==> config.mk <==
export PLATFORM = sky130hd
export DESIGN_NAME = card_draw_display
export DESIGN_NICKNAME = d
export VERILOG_FILES = /design/src/rtl/card_draw_display_pkg.sv /design/src/rtl/card_draw_display_seg7_digit.sv /design/src/rtl/card_draw_display.sv
export SDC_FILE = /design/constraint.sdc
export NUM_CORES = 1
export LEC_CHECK = 0
export CAP_MARGIN = 40
export CORE_ASPECT_RATIO = 1.5
export CORE_MARGIN = 10
export CORE_UTILIZATION = 45
export CTS_BUF_LIST = sky130_fd_sc_hd__clkbuf_8 sky130_fd_sc_hd__clkbuf_16
export CTS_CLUSTER_DIAMETER = 150
export DETAILED_ROUTE_END_ITERATION = 16
export PLACE_DENSITY = 0.77
export SLEW_MARGIN = 30
export SYNTH_ARGS = -nofsm -noshare
export SYNTH_HDL_FRONTEND = slang
export SYNTH_SLANG_ARGS = --single-unit
==> constraint.sdc <==
create_clock -name clock -period 7.9 [get_ports clock]
set_input_delay 0.79 -clock clock [delete_from_list [all_inputs] [get_ports clock]]
set_output_delay 0.79 -clock clock [all_outputs]
set_load 0.03 [all_outputs]
==> src/rtl/card_draw_display_pkg.sv <==
// Shared constants for the card-draw source and seven-segment front end.
// Segment patterns are active-low, bit0 = a ... bit6 = g.
package card_draw_display_pkg;

  localparam logic [6:0] SEG_BLANK = 7'h7F;

  // Hex glyphs 0..F, indexed by code.
  localparam logic [6:0] GLYPH_TABLE [16] = '{
    7'h40, 7'h79, 7'h24, 7'h30, 7'h19, 7'h12, 7'h02, 7'h78,
    7'h00, 7'h10, 7'h08, 7'h03, 7'h46, 7'h21, 7'h06, 7'h0E
  };

  localparam logic [3:0] CARD_MIN = 4'd1;
  localparam logic [3:0] CARD_MAX = 4'd13;
  localparam logic [3:0] CNT_WRAP = 4'd12;

  typedef enum logic {
    TURN_CARD  = 1'b0,
    TURN_COUNT = 1'b1
  } turn_e;

  // Splits 0..63 into {tens, ones} with a short repeated-subtract ladder.
  function automatic logic [7:0] to_dec(input logic [5:0] value);
    logic [3:0] tens;
    logic [5:0] rem;
    tens = 4'd0;
    rem  = value;
    for (int i = 0; i < 6; i++) begin
      if (rem >= 6'd10) begin
        rem  = rem - 6'd10;
        tens = tens + 4'd1;
      end
    end
    return {tens, rem[3:0]};
  endfunction

endpackage

==> src/rtl/card_draw_display_seg7_digit.sv <==
// Single hex digit to active-low seven-segment pattern.
module seg7_digit
  import card_draw_display_pkg::*;
(
  input  logic [3:0] code,
  output logic [6:0] seg
);

  always_comb begin
    seg = GLYPH_TABLE[code];
  end

endmodule

==> src/rtl/card_draw_display.sv <==
// Card-draw source (free-running counter latched on draw rising edge) and
// seven-segment decode of card, score and glyph.
module card_draw_display
  import card_draw_display_pkg::*;
(
  input  logic       clock,
  input  logic       reset,
  input  logic       draw,
  input  logic       turn,
  input  logic [5:0] score,
  input  logic [3:0] glyph,
  output logic [3:0] card,
  output logic       drawn,
  output logic [6:0] card_tens,
  output logic [6:0] card_ones,
  output logic [6:0] score_tens,
  output logic [6:0] score_ones,
  output logic [6:0] glyph_seg
);

  logic [3:0] cnt_q, cnt_d;
  logic [3:0] card_q, card_d;
  logic       draw_q;
  logic       drawn_q;
  logic       fire;

  always_comb begin
    fire  = draw & ~draw_q;
    cnt_d = (cnt_q == CNT_WRAP) ? 4'd0 : cnt_q + 4'd1;
    // Both modes sample cnt before this edge's increment.
    if (turn == TURN_COUNT) begin
      card_d = {2'b00, cnt_q[1:0]};
    end else begin
      card_d = cnt_q + CARD_MIN;
    end
  end

  // draw_q tracks draw even in reset so a level held across release does not fire.
  always_ff @(posedge clock) begin
    draw_q <= draw;
    if (reset) begin
      cnt_q   <= 4'd0;
      card_q  <= 4'd0;
      drawn_q <= 1'b0;
    end else begin
      cnt_q   <= cnt_d;
      drawn_q <= fire;
      if (fire) begin
        card_q <= card_d;
      end
    end
  end

  assign card  = card_q;
  assign drawn = drawn_q;

  logic [7:0] card_dec;
  logic [7:0] score_dec;
  logic [6:0] card_tens_seg;
  logic [6:0] score_tens_seg;

  always_comb begin
    card_dec  = to_dec({2'b00, card_q});
    score_dec = to_dec(score);
  end

  seg7_digit u_glyph (
    .code (glyph),
    .seg  (glyph_seg)
  );

  seg7_digit u_card_tens (
    .code (card_dec[7:4]),
    .seg  (card_tens_seg)
  );

  seg7_digit u_card_ones (
    .code (card_dec[3:0]),
    .seg  (card_ones)
  );

  seg7_digit u_score_tens (
    .code (score_dec[7:4]),
    .seg  (score_tens_seg)
  );

  seg7_digit u_score_ones (
    .code (score_dec[3:0]),
    .seg  (score_ones)
  );

  // Leading zero suppressed on the tens digit.
  always_comb begin
    card_tens  = (card_dec[7:4] == 4'd0) ? SEG_BLANK : card_tens_seg;
    score_tens = (score_dec[7:4] == 4'd0) ? SEG_BLANK : score_tens_seg;
  end

endmodule

Word level (Yosys, flattened, before mapping) --
Memory sizes are Yosys's and may differ from the RTL's. Cells that the tools add are included.
Word-level totals: register bits 10, memories 5, memory bits (read-only) 560
Cells by class: eq/ne operators 1, $add $sub $neg 23, reduce and logical (&&, ||, !) cells 3, multiplexer cells 37, magnitude comparators 17, bitwise logic cells 7
Memory list:
- (no name shown) | words 16, width 7, rd ports 1, clocked after memory_dff 0, wr ports 0, line card_draw_display_seg7_digit.sv:10 | seg = GLYPH_TABLE[code];
- (no name shown) | words 16, width 7, rd ports 1, clocked after memory_dff 0, wr ports 0, line card_draw_display_seg7_digit.sv:10
- (no name shown) | words 16, width 7, rd ports 1, clocked after memory_dff 0, wr ports 0, line card_draw_display_seg7_digit.sv:10
- (no name shown) | words 16, width 7, rd ports 1, clocked after memory_dff 0, wr ports 0, line card_draw_display_seg7_digit.sv:10
- (no name shown) | words 16, width 7, rd ports 1, clocked after memory_dff 0, wr ports 0, line card_draw_display_seg7_digit.sv:10
Operators with widths (number):
- $mux W7 | 12
- $ge A6 B4 Y1 const B | 11
- $mux W6 | 10
- $sub A6 B4 Y6 const B | 9
- $mux W4 | 13
- $add A4 B1 Y4 const B | 11
- $ge A5 B5 Y1 const B | 5
- $not A4 Y5 | 5
- $logic_not A4 Y1 | 2
- $sub A4 B4 Y4 const B | 2
- $sub A4 B4 Y5 const B | 1
- $eq A4 B4 Y1 const B | 1
- $ge A4 B4 Y1 const B | 1
- $mux W1 | 2
- $reduce_or A2 Y1 | 1
- $and A1 B1 Y1 | 1
- $not A1 Y1 | 1

Depth between registers and ports, before layout --
Gate-level depths: netlist of the first run.
depth in word-level cells 17, gate-level depth with buffers 31, gate-level depth less buffers 28

Cells and area by module --
A second synthesis of the first run with hierarchy kept.
Second synthesis, totals: cell total of the unflattened synthesis 634, area, all modules 4788.3 µm²
By module, submodules not included:
- card_draw_display | sequential area each 200.2 µm², area an instance 3440.8 µm², instances 1, cells an instance 470
- seg7_digit at u_glyph ... | sequential area each 0.0 µm², area an instance 275.3 µm², instances 3, cells an instance 32
- seg7_digit at u_card_tens | sequential area each 0.0 µm², area an instance 274.0 µm², instances 1, cells an instance 33
- seg7_digit at u_card_ones | sequential area each 0.0 µm², area an instance 247.7 µm², instances 1, cells an instance 35

Worst setup path before layout of the first run --
Ideal clock, no wire load.
kind input to output, from in score[1], to out score_tens[1], cell stages on the path 26, setup slack 359 ps, path buffers 4, arrival time 6751 ps, data required time 7110 ps, path through buf_6 inv_1 ha_1 buf_2 or2_0 o21ai_1 a21oi_1 a221oi_2 inv_1 ha_1 a221o_1 o22ai_1 and3_1 clkbuf_2 o32a_1 and3_1 buf_6 mux2_2 ha_1 mux2_2 ha_1 nand2_1 a2bb2oi_2 xor2_1 mux2_2 a21oi_1
Between the ends: cells in the longest elaborated chain, start to end 17, elaborated cells between the ends (all ways) 33
Ends and longest elaborated chain:
- start, declared | line card_draw_display.sv:10 | input logic [5:0] score,
- $sub A6 B4 Y6 or $ge A6 B4 Y1 (tied branches) | line card_draw_display_pkg.sv:30, card_draw_display_pkg.sv:29
- $mux W6 or $mux W1 (tied branches) | line card_draw_display_pkg.sv:29 | if (rem >= 6'd10) begin
- $sub A6 B4 Y6 (tied with other cells) | line card_draw_display_pkg.sv:30 | rem = rem - 6'd10;
- $mux W6 or $mux W4 (tied branches) | line card_draw_display_pkg.sv:29
- $sub A6 B4 Y6 (tied with other cells) | line card_draw_display_pkg.sv:30
- $mux W6 or $mux W4 (tied branches) | line card_draw_display_pkg.sv:29
- $sub A6 B4 Y6 (tied with other cells) | line card_draw_display_pkg.sv:30
- $mux W6 or $mux W4 (tied branches) | line card_draw_display_pkg.sv:29
- $sub A6 B4 Y6 (tied with other cells) | line card_draw_display_pkg.sv:30
- $mux W6 or $mux W4 (tied branches) | line card_draw_display_pkg.sv:29
- $ge A6 B4 Y1 or $add A4 B1 Y4 (tied branches) | line card_draw_display_pkg.sv:29, card_draw_display_pkg.sv:31
- $mux W4 (*) | line card_draw_display_pkg.sv:29
- $not A4 Y5 (not written as such) | line card_draw_display_seg7_digit.sv:10
- $mem_v2 Z16 W7
- $mux W7 (not written as such) (2 in a row) | line card_draw_display_seg7_digit.sv:10
- $mux W7 (*) | line card_draw_display.sv:95 | score_tens = (score_dec[7:4] == 4'd0) ? SEG_BLANK : score_tens_seg;
- end, declared | line card_draw_display.sv:16 | output logic [6:0] score_tens,
Every way passes the cells marked *; elsewhere a longest branch is shown, timed or not. The select of a mux whose other input is x is not followed.

Worst setup path in the final report of the first run --
from in score[1], to out score_tens[4]
The elaborated chain is that of the path after synthesis.

==> results of run 1 <==
[Yosys cell counts, drive strengths merged, types with 11 or more instances]
cell	number	area share (%)
nand2	56	5.7
ha	55	19
nor2	41	4.2
inv	38	3.8
o21ai	36	5.1
a21oi	25	3.4
mux2i	20	5.4
xnor2	17	4.2
nor3	14	2.3
nand3	13	1.9
buf	11	2.0
xor2	11	2.6
[worst max-delay path, delay by kind of cell]
family | cells | cell delay [ns]
fa+ha+maj | 6 | 1.51
compound gates | 6 | 1.43
mux | 2 | 0.56
xor+xnor | 2 | 0.38
buf+inv | 6 | 1.27
simple gates | 5 | 0.82
[layer usage]
layer / routed length, um / vias to the layer above / track usage [%]
met1: 4050 / 1905 / 17.1
li1: - / 2000 / -
met2: 5680 / 85 / 31.2
met3: 402 / 20 / 2.17
met5: 0 / - / 0
met4: 237 / 0 / 4.66
[timing repair]
| action | 4_1_cts | 5_1_grt |
|---|---|---|
| pin swaps | 0 | 1 |
| gates resized for setup | 3 | 6 |
| setup buffers | 0 | 1 |
| hold buffers | 0 | 0 |
| endpoints found under the setup margin | 3 | 6 |
[power by group through the flow]
stage / logic, mW / clock network, mW / registers [mW]
final: 1.65 / 0.101 / 0.0564
after global routing: 1.80 / 0.106 / 0.0566
after CTS: 1.66 / 0.102 / 0.0563
after detailed placement: 1.68 / 0 / 0.0571
after global placement: 1.63 / 0 / 0.0569
after floorplan: 1.12 / 0 / 0.0583
[cell families (layout without fill, tap and decap cells)]
kind of cell,Yosys count,in the layout,share of synthesized area (%)
AOI/OAI and AO/OA,149,149,29.0
xor gates and xnor gates,29,29,7.43
adders and majority gates,55,55,18.6
buffers and inverters,60,140,7.02
DFF,10,10,5.40
muxes,32,32,9.96
and+or+nand+nor,169,169,22.6
[sequential cells by signal, summed over array words and instances (netlist names)]
name,cells
card,4
cnt_q,4
draw_q,1
drawn,1
[how the worst min path moves through the flow]
| stage | endpoint | slack, ns | cells past startpoint |
|---|---|---|---|
| after floorplan | cnt_q[0] | 0.45 | 1 |
| after global placement | cnt_q[0] | 0.48 | 1 |
| after detailed placement | cnt_q[0] | 0.50 | 1 |
| after CTS | cnt_q[0] | 0.51 | 1 |
| after global routing | cnt_q[0] | 0.53 | 1 |
| final | cnt_q[0] | 0.50 | 1 |
[final cells by class]
class | instances | area (um^2)
fill | 754 | 3340
multi-input combinational | 434 | 3270
timing repair buffer | 97 | 830
sequential | 10 | 200
inverter | 39 | 146
tap | 105 | 131
clock buffer | 4 | 88.8
[metrics by stage]
| stage | power, mW | utilization, % | hold slack (ns) | setup WS [ns] | TNS (ns) |
|---|---|---|---|---|---|
| CTS | 1.82 | 58.0 | 0.509 | 0.0521 | 0 |
| global route | 1.96 | 58.3 | 0.530 | 0.0137 | 0 |
| floorplan | 1.18 | - | 0.450 | 0.359 | 0 |
| detailed placement | 1.73 | 56.8 | 0.500 | -0.0780 | -0.0901 |
| finish | 1.81 | 58.3 | 0.500 | 0.352 | 0 |
| global placement | 1.69 | 56.7 | 0.480 | 0.138 | 0 |
[layout by cell type (no fill, tap or decap), drive strengths merged, types with 9 or more instances in the layout]
cell type / n
nand2: 56
ha: 55
buf: 54
nor2: 41
clkdlybuf4s50: 39
inv: 38
o21ai: 36
a21oi: 25
mux2i: 20
xnor2: 17
nor3: 14
nand3: 13
xor2: 11
dfxtp: 10
o22ai: 9
mux2: 9
a211oi: 9
nor2b: 9
==> out/results.txt, run 1 <==
status: completed
number of synthesized flops with an enable pin: 0
RSZ-0062 raised after global routing: no
Synth cell types: 83
WP data arrival: 6.76 ns
Hold WC Path Type: reg2reg
# rows: 40
Post-Syn Area: 3710 um^2
Reg power frac: 3.1%
Pint: 828 uW
Initial Util: 46.3%
post-synthesis sequential area ratio: 5.40%
period utilization: 95.5%
initial antenna violation count: 0
Vias/cell: 5.82
worst skew pair latency: 0.24 ns
placed cell count: 683
RR Startpoint: cnt_q[0]
Cells after Synth: 504
Die Wd: 94.1 um
Antenna diodes: 0
Post-Layout Cell Count: 689
drt total wl: 10,400 um
post-route ant nets: 0
worst r2r dst: card[1]
Psw: 983 uW
Syn Area/Cell: 7.35 um^2
core area: 8010 um^2
final net count: 654
minimum clock period: 7.55 ns
Hold Fails Final Rpt: 0
CP endpoint kind: output port
DPL Wire Length: 8550 um
vias in the first global route: 3,934
Max-Cap Viols: 0
Max VDD drop: 0.308 mV
H-Tree Depth: 1
synthesis-to-layout area growth: 26.0%
Peak Freq: 132 MHz
LEAKAGE: 2.13 nW
reg2reg setup slack: 6.60 ns
DRT Pass-1 Iters: 4
wire per inst: 15.1 um
Main synth FF type: dfxtp_1
Sw Ratio: 54.3%
CP max FO: 5
full die area: 12,300 um^2
layout cells sized above 1: 18.2%
Global Route Usage Sum: 16.2%
crit start category: input pin
global route overflow: 0
DRC violations left: 0
critical path class: in2out
ys async rst share: 0%
TritonCTS clock tree: done
Hold Path Origin: cnt_q[0]
crit path max-delay cell type: clkdlybuf4s50_1
Clk pwr share: 5.6%
crit path to: score_tens[4]
Final Max Slew Viols: 0
Comb pwr share: 91.3%
placed cell areas: 4550 um^2
worst slew pin tran: 0.734 ns
global-route wire length before repair: 17,500 um
CTS Buffer Depth: 2
most frequent cell on the critical path: ha_1
syn nets: 573
via count: 4,010
DRT iter0 DRCs: 145
Final GP Congestion: 0.920
PwrDens: 388 nW/um^2
CP startpoint: score[1]
die height: 131 um
CTS root buffer: clkbuf_16
Worst Skew: 0.000994 ns
Slew headroom: 51.1%
Synth Register Bits: 10
reg2reg path depth: 6
finished layout cell area: 4670 um^2
Clk pin slew, worst setup/hold paths: 0.04 ns
WP data required: 7.11 ns
Synth Warn #: 0
PortBufs: 53
CTS Buf Count: 3
clock sink count: 10
largest net degree at the start of global routing: 14
endpoints failing setup: 0
crit-path max cell delay: 0.51 ns
io pins: 54
Power figures use the tool's default switching activity.
==> run 2: changes to the inputs <==
CORE_MARGIN = 5   (was 10)
SLEW_MARGIN = 10   (was 30)
TNS_END_PERCENT = 5   (was default)
==> out/results.txt, run 2 (same netlist as run 1, synthesis figures left out) <==
status: completed (unchanged)
CP endpoint kind: output port (unchanged)
CTS root buffer: clkbuf_16 (unchanged)
CP max FO: 4 (was 5)
# rows: 40 (unchanged)
Initial Util: 46.3% (unchanged)
RSZ-0062 raised after global routing: no (unchanged)
worst slack, placed: -0.0759 ns (was -0.0780 ns)
post-route ant nets: 0 (unchanged)
full die area: 10,200 um^2 (was 12,300 um^2)
WHS: 0.494 ns (was 0.500 ns)
LEAKAGE: 2.13 nW (about the same)
TritonCTS clock tree: done (unchanged)
critical path class: in2out (unchanged)
synthesis-to-layout area growth: 25.6% (was 26.0%)
H-Tree Depth: 1 (unchanged)
Max VDD drop: 0.350 mV (was 0.308 mV)
Vias/cell: 5.76 (was 5.82)
via count: 3,956 (was 4,010)
placed cell count: 684 (was 683)
PwrDens: 384 nW/um^2 (was 388 nW/um^2)
global-route wire length before repair: 17,400 um (was 17,500 um)
die height: 121 um (was 131 um)
Hold WC Path Type: reg2reg (unchanged)
minimum clock period: 7.56 ns (was 7.55 ns)
crit start category: input pin (unchanged)
Die Wd: 84.1 um (was 94.1 um)
fill cell instance count of the final layout: 736 (was 754)
Worst Skew: 0.00102 ns (was 0.000994 ns)
worst slew pin tran: 0.896 ns (was 0.734 ns)
global route overflow: 0 (unchanged)
drt total wl: 9960 um (was 10,400 um)
io pins: 54 (unchanged)
layout cells sized above 1: 17.5% (was 18.2%)
hold path cells: 1 (unchanged)
reg2reg path depth: 6 (unchanged)
vias in the first global route: 3,992 (was 3,934)
DRT iter0 DRCs: 201 (was 145)
Peak Freq: 132 MHz (about the same)
most frequent cells in the layout: nand2_1, ha_1, buf_4 (unchanged)
reg2reg setup slack: 6.60 ns (about the same)
final net count: 653 (was 654)
Antenna diodes: 0 (unchanged)
DPL Wire Length: 8160 um (was 8550 um)
endpoints failing setup: 0 (unchanged)
CTS hold repair buffers: 0 (unchanged)
Max-Cap Viols: 0 (unchanged)
Hold Path Origin: cnt_q[0] (unchanged)
clock sink count: 10 (unchanged)
Global Route Usage Sum: 19.6% (was 16.2%)
Final Max Slew Viols: 0 (unchanged)
DRT Pass-1 Iters: 4 (unchanged)
worst skew pair latency: 0.23 ns (was 0.24 ns)
PortBufs: 53 (unchanged)
CTS Buffer Depth: 2 (unchanged)
largest net degree at the start of global routing: 14 (unchanged)
Slew headroom: 40.3% (was 51.1%)
WP data required: 7.11 ns (about the same)
RR Startpoint: cnt_q[0] (unchanged)
CTS Buf Count: 3 (unchanged)
CP startpoint: score[1] (unchanged)
Clk pin slew, worst setup/hold paths: 0.04 ns (about the same)
Final WS setup: 0.341 ns (was 0.352 ns)
core area: 8010 um^2 (unchanged)
Final GP Congestion: 0.938 (was 0.920)
Hold Fails Final Rpt: 0 (unchanged)
DRC violations left: 0 (unchanged)
wire per inst: 14.5 um (was 15.1 um)
Post-Layout Cell Count: 687 (was 689)
initial antenna violation count: 0 (unchanged)
WP data arrival: 6.77 ns (was 6.76 ns)
period utilization: 95.7% (was 95.5%)
-- run 2: cell types whose count changed in the layout (fill, tap and decap cells not counted), sizes merged --
cell,delta
buf,-1
dlymetal6s2s,+2
clkbuf,-2
dlygate4sd2,-1
-- run 2: metal layers --
layer / wire length (um) / GRT usage, % / share of wire [%]
met4: 338 / 8.25 / 3.4
met2: 5360 / 38.6 / 54
met5: 0 / 0 / 0
met1: 3990 / 20.7 / 40
met3: 270 / 1.77 / 2.7
-- run 2: critical path, stage by stage --
cell and delay, ns:
clkdlybuf4s50_1 0.55, inv_1 0.09, ha_1 0.25, or2_0 0.21, o21ai_1 0.29, a21oi_1 0.14
a221oi_2 0.26, inv_1 0.09, ha_1 0.22, a221o_1 0.35, o22ai_1 0.15, buf_4 0.15
a21oi_1 0.06, nor2_1 0.18, xnor2_1 0.17, ha_1 0.27, mux2_2 0.28, ha_1 0.28
mux2_2 0.28, ha_1 0.30, nand2_1 0.05, nand2_1 0.10, inv_1 0.09, ha_1 0.21
or2_2 0.29, mux4_2 0.46, clkbuf_2 0.20
-- run 2: worst paths after layout --
check / to
max: score_tens[3]
min: cnt_q[0]
max reg2reg: card[1]
min reg2reg: cnt_q[0]
-- run 2: repair_timing --
action                     4_1_cts  5_1_grt
setup buffers                    0        0
setup endpoints to repair        2        5
resized for setup                2       10
-- run 2: layout make-up --
cell class	instances	area [um^2]	area share (%)
timing repair buffer	96	828	17.8
sequential	10	200	4.30
tap	105	131	2.82
multi-input combinational	434	3270	70.3
clock buffer	3	75.1	1.61
inverter	39	146	3.14
-- run 2: stage by stage --
step	util [%]	setup TNS (ns)	total power, mW	cell area [um^2]
2_1_floorplan	-	0	1.18	3710
3_3_place_gp	56.7	0	1.67	4540
3_5_place_dp	56.8	-0.0759	1.71	4550
4_1_cts	57.8	0	1.80	4630
5_1_grt	58.1	0	1.93	4660
6_report	58.1	0	1.79	4660
-- run 2: where the power goes --
group	internal [mW]	total [mW]	switching (mW)
Combinational	0.694	1.64	0.950
Clock	0.0654	0.0870	0.0216
Sequential	0.0533	0.0564	0.00308
Total	0.812	1.79	0.975
